### config.mk
export PLATFORM = sky130hd
export DESIGN_NAME = regfile_cmd_sequencer
export DESIGN_NICKNAME = d
export VERILOG_FILES = /design/src/rtl/regfile_cmd_sequencer.sv
export SDC_FILE = /design/constraint.sdc
export NUM_CORES = 1
export LEC_CHECK = 0
export ABC_CLOCK_PERIOD_IN_PS = 3600
export BUFFER_PORTS_ARGS = -buffer_cell sky130_fd_sc_hd__clkbuf_2
export CAP_MARGIN = 20
export CORE_MARGIN = 1
export CORE_UTILIZATION = 43
export DETAILED_ROUTE_END_ITERATION = 6
export RECOVER_POWER = 25
export SLEW_MARGIN = 20
export SYNTH_ARGS = -nofsm -noshare
export SYNTH_HDL_FRONTEND = slang
export SYNTH_SLANG_ARGS = --single-unit
### constraint.sdc
create_clock -name Clk -period 3.6 [get_ports Clk]
set_input_delay 1.08 -clock Clk [delete_from_list [all_inputs] [get_ports Clk]]
set_output_delay 1.08 -clock Clk [all_outputs]
set_load 0.005 [all_outputs]
### src/rtl/regfile_cmd_sequencer.sv
// rtl/regfile_cmd_sequencer.sv - ALU command sequencer owning the 8x8 register file ports
//
// Ports:
//   Clk, Rst_n                     clock, asynchronous active-low reset
//   cmd_valid/cmd_ready            command handshake; ready only in IDLE
//   cmd_op/cmd_rd/cmd_rs1/cmd_rs2  opcode, destination and source registers
//   cmd_imm                        immediate for LDI
//   rsp_valid/rsp_ready            response handshake; response held until accepted
//   rsp_data/rsp_zero/rsp_carry    result, zero flag, ADD carry / SUB borrow
//   rf_WEN/rf_RW/rf_busW           register file write port
//   rf_RX/rf_RY/rf_busX/rf_busY    register file read ports (combinational read data)
//   busy                           high in every state except IDLE
module regfile_cmd_sequencer #(
    parameter int DW = 8,
    parameter int AW = 3
) (
    input  logic          Clk,
    input  logic          Rst_n,
    input  logic          cmd_valid,
    output logic          cmd_ready,
    input  logic [2:0]    cmd_op,
    input  logic [AW-1:0] cmd_rd,
    input  logic [AW-1:0] cmd_rs1,
    input  logic [AW-1:0] cmd_rs2,
    input  logic [DW-1:0] cmd_imm,
    output logic          rsp_valid,
    input  logic          rsp_ready,
    output logic [DW-1:0] rsp_data,
    output logic          rsp_zero,
    output logic          rsp_carry,
    output logic          rf_WEN,
    output logic [AW-1:0] rf_RW,
    output logic [DW-1:0] rf_busW,
    output logic [AW-1:0] rf_RX,
    output logic [AW-1:0] rf_RY,
    input  logic [DW-1:0] rf_busX,
    input  logic [DW-1:0] rf_busY,
    output logic          busy
);

    localparam logic [2:0] S_IDLE  = 3'd0;
    localparam logic [2:0] S_READ  = 3'd1;
    localparam logic [2:0] S_EXEC  = 3'd2;
    localparam logic [2:0] S_WRITE = 3'd3;
    localparam logic [2:0] S_RESP  = 3'd4;

    localparam logic [2:0] OP_ADD = 3'b000;
    localparam logic [2:0] OP_SUB = 3'b001;
    localparam logic [2:0] OP_AND = 3'b010;
    localparam logic [2:0] OP_OR  = 3'b011;
    localparam logic [2:0] OP_XOR = 3'b100;
    localparam logic [2:0] OP_SHL = 3'b101;
    localparam logic [2:0] OP_LDI = 3'b110;
    localparam logic [2:0] OP_RD  = 3'b111;

    logic [2:0]    state;
    logic [2:0]    op_q;
    logic [AW-1:0] rd_q;
    logic [AW-1:0] rs1_q;
    logic [AW-1:0] rs2_q;
    logic [DW-1:0] imm_q;
    logic [DW-1:0] x_q;
    logic [DW-1:0] y_q;
    logic [DW-1:0] result_q;
    logic          zero_q;
    logic          carry_q;

    logic [DW-1:0] alu_result;
    logic          alu_carry;
    logic [DW:0]   add_wide;

    assign add_wide = {1'b0, x_q} + {1'b0, y_q};

    always_comb begin
        alu_result = '0;
        alu_carry  = 1'b0;
        case (op_q)
            OP_ADD: begin
                alu_result = add_wide[DW-1:0];
                alu_carry  = add_wide[DW];
            end
            OP_SUB: begin
                alu_result = x_q - y_q;
                alu_carry  = (x_q < y_q);
            end
            OP_AND: alu_result = x_q & y_q;
            OP_OR:  alu_result = x_q | y_q;
            OP_XOR: alu_result = x_q ^ y_q;
            OP_SHL: alu_result = x_q << y_q[2:0];
            OP_LDI: alu_result = imm_q;
            OP_RD:  alu_result = x_q;
            default: alu_result = '0;
        endcase
    end

    always_ff @(posedge Clk or negedge Rst_n) begin
        if (!Rst_n) begin
            state    <= S_IDLE;
            op_q     <= '0;
            rd_q     <= '0;
            rs1_q    <= '0;
            rs2_q    <= '0;
            imm_q    <= '0;
            x_q      <= '0;
            y_q      <= '0;
            result_q <= '0;
            zero_q   <= 1'b0;
            carry_q  <= 1'b0;
        end else begin
            case (state)
                S_IDLE: begin
                    if (cmd_valid) begin
                        op_q  <= cmd_op;
                        rd_q  <= cmd_rd;
                        rs1_q <= cmd_rs1;
                        rs2_q <= cmd_rs2;
                        imm_q <= cmd_imm;
                        state <= S_READ;
                    end
                end
                S_READ: begin
                    x_q   <= rf_busX;
                    y_q   <= rf_busY;
                    state <= S_EXEC;
                end
                S_EXEC: begin
                    result_q <= alu_result;
                    zero_q   <= (alu_result == '0);
                    carry_q  <= alu_carry;
                    state    <= S_WRITE;
                end
                S_WRITE: state <= S_RESP;
                S_RESP: begin
                    if (rsp_ready) begin
                        state <= S_IDLE;
                    end
                end
                default: state <= S_IDLE;
            endcase
        end
    end

    // All outputs decode straight from state so an asynchronous reset
    // clears them (including rf_WEN) without waiting for a clock edge.
    assign cmd_ready = (state == S_IDLE);
    assign busy      = (state != S_IDLE);
    assign rsp_valid = (state == S_RESP);
    assign rsp_data  = (state == S_RESP) ? result_q : '0;
    assign rsp_zero  = (state == S_RESP) && zero_q;
    assign rsp_carry = (state == S_RESP) && carry_q;

    assign rf_RX   = (state == S_READ) ? rs1_q : '0;
    assign rf_RY   = (state == S_READ) ? rs2_q : '0;
    assign rf_RW   = (state == S_WRITE) ? rd_q : '0;
    assign rf_busW = (state == S_WRITE) ? result_q : '0;
    // RD only returns a value, and r0 is hard-wired zero, so neither writes.
    assign rf_WEN  = (state == S_WRITE) && (op_q != OP_RD) && (rd_q != '0);

endmodule
==> flow_summary.yaml <==
die:
  die_y_um: 93.4
  io_pins: 71
  core-area_sq_um: 7890
  std_cell_rows: 32
  dieArea_sq_um: 8720
  fp.dieW_um: 93.4
  start_util_pct: 45.5
setup_path:
  path_class: "flop to flop"
  worst_setup_path_end_kind: "flop"
  required_ns: 3.82
  worstPathMaxFanout: 13
  crit_slowest_cell: "dfrtp_1"
  r2r_cells: 9
  crit_chain: "inv_1, fa_1, inv_1, mux4_2, nor2_1, a2bb2oi_1, nand4_1, or3_1, o41ai_2"
  start_kind: "flop"
  arrival_ns: 3.32
  slowest_delay_ns: 0.63
  crit_top_cell: "inv_1"
clocking:
  cts-root-buf: "clkbuf_8"
  cts_tree: "yes"
  clock-sinks: 49
  clk_latency_ns: 0.31
  cts_buffer_depth: 2
  cts.htree.levels: 2
  cts.repair.resized: 0
  cts_buffers: 5
  post-cts-setup-buffer-count: 0
  clkSlewWorstSetupHoldPaths_ns: 0.10
  cts_hold_buf: 0
placement:
  dp.final_hpwl_um: 7010
  io_buffers: 70
  place_ws_ns: 0.529
  place.gp.congestion: 0.907
detailed_routing:
  drt-initial-drc-count: 167
  antenna_left: 0
  drt-total-wl_um: 9030
  vias: 3052
  drc: 0
  dr.pass1.iters: 4
  vias_per_cell: 5.41
  avgRoutedWirePerCell_um: 16.0
synth:
  synth_common_cells: "dfrtp_1 (49), o21ai_0 (39), nand2_1 (35), inv_1 (30), and2_1 (29)"
  synth_ff_type: "dfrtp_1"
  synth_cell_type_count: 58
  syn-num-nets: 464
  ys_warn_count: 0
  synth_top_cells_by_area: "dfrtp_1 (34%), ha_1 (8.7%), mux2_2 (7.5%), o21ai_0 (5.4%), and2_1 (5.1%)"
  synth_area_sq_um: 3590
  synth-edff-count: 0
  yosysSeqAreaShare_pct: 34.1
  yosys_register_bits: 49
  synth_top_area_share_pct: 34.1
  avgSynthCellArea_sq_um: 9.05
  synth_cells: 397
  synthArstFlopShare_pct: 100
  synth_largest_area_cell: "dfrtp_1"
  yosysMostFrequentCell: "dfrtp_1"
sta:
  layout_min_cycle_time_ns: 3.10
  clock_skew_ns: 0.00590
  final_hold_viol_count: 0
  maxSlewHeadroom_pct: 41.1
  finalMaxSlewViolations: 0
  setup_tns_ns: 0
  max_freq_ghz: 0.322
  rsz0062_at_grt: "false"
  period_share_pct: 86.2
  setup_viol: 0
  worstMarginPinSlew_ns: 0.883
  postLayoutSetupSlackWorst_ns: 0.498
outcome:
  status: "completed"
grt:
  grt_max_degree: 40
  first_global_vias: 2916
  grt_use_total_pct: 22.0
  grt_first_pass_wirelength_um: 14800
  overflow: 0
  antenna_found_initial: 0
final_layout:
  n_antenna_cell: 0
  nets: 528
  drive_gt1_share_pct: 26.4
  syn2layout_area_growth_pct: 15.4
power:
  power_leakage_nw: 1.96
  power_density_nw_per_um2: 992
  vdd_drop_max_mv: 0.423
  fin_total_pwr_mw: 4.11
run:
  cap_violations: 0
hold_path:
  hp-class: "flop to flop"
  hold_path_depth: 2
## critical path, delay by kind of cell, from the launching register on
kind            cells  cell delay (ns)
flops               1             0.63
simple gates        3             0.63
buf+inv             2             0.31
mux                 1             0.44
compound gates      2             0.46
fa+ha+maj           1             0.56
## cells in the final DEF, fill, tap and decap left out, types with 4 or more instances in the layout
cell type / synthesis / final
clkbuf_2: 1 / 68
dfrtp_1: 49 / 49
o21ai_0: 39 / 39
nand2_1: 35 / 35
inv_1: 30 / 30
and2_1: 29 / 29
ha_1: 25 / 25
mux2_2: 24 / 24
a21oi_1: 20 / 20
nor2_1: 12 / 12
nor2b_1: 12 / 12
buf_4: 0 / 11
nand3_1: 10 / 10
mux2i_1: 7 / 7
nor3_1: 6 / 6
o211ai_1: 6 / 6
clkbuf_8: 0 / 5
mux4_2: 4 / 4
nand2b_1: 4 / 4
## layer usage
| layer | vias up | track usage [%] | wire (um) |
|---|---|---|---|
| li1 | 1513 | - | - |
| met1 | 1438 | 29.6 | 4210 |
| met2 | 93 | 36.8 | 4160 |
| met3 | 8 | 3.66 | 523 |
| met4 | 0 | 5.51 | 127 |
| met5 | - | 0 | 0 |
## worst paths after layout
path	start	endpoint	slack, ns
setup / recovery	y_q[1]	zero_q	0.50
hold / removal	zero_q	zero_q	0.48
setup reg to reg	y_q[1]	zero_q	0.50
hold reg to reg	zero_q	zero_q	0.48
max in group asynchronous	Rst_n	state[1]	1.50
min in group asynchronous	Rst_n	result_q[2]	0.85
## state kept, by name, summed over array words and instances (netlist names), 3 cells and up
register and count:
y_q 8, rd_q 3, op_q 3, state 3, rs2_q 3, x_q 8, imm_q 8, result_q 8
rs1_q 3
## final cells by class
| cell class | count | area [sq um] |
|---|---|---|
| fillers | 745 | 3740 |
| multi-input cells | 292 | 2150 |
| flip-flops and latches | 49 | 1230 |
| repair buffers | 82 | 434 |
| well taps | 102 | 128 |
| inverters | 31 | 116 |
| clock buffers | 5 | 68.8 |
| clock inverters | 3 | 22.5 |
## where the power goes
part           internal [mW]  total [mW]  switching (mW)  leakage [nW]
combinational           1.18        2.65            1.47          1.32
clock                  0.138       0.342           0.203        0.0481
sequential             0.825        1.12           0.294         0.595
total                   2.15        4.11            1.96          1.96
## cells by family (layout without fill, tap and decap cells)
| family | count (synthesis) | in the layout | share of synthesized area [%] |
|---|---|---|---|
| adder cells (fa/ha/maj) | 27 | 27 | 9.83 |
| flip-flops | 49 | 49 | 34.1 |
| multiplexers | 35 | 35 | 12.0 |
| buffers and inverters | 56 | 121 | 6.17 |
| AND/OR/NAND/NOR | 128 | 128 | 19.1 |
| AO/OA/AOI/OAI | 98 | 98 | 17.8 |
| XOR/XNOR | 4 | 4 | 0.976 |
## through the flow
step,hold WS [ns],cells,util [%],instance area [sq um]
4_1_cts,0.488,564,52.6,4150
5_1_grt,0.526,564,52.5,4140
2_1_floorplan,0.440,397,-,3590
3_3_place_gp,0.464,556,51.5,4060
6_report,0.480,564,52.5,4140
3_5_place_dp,0.459,556,51.5,4060
Power figures use the tool's default switching activity.
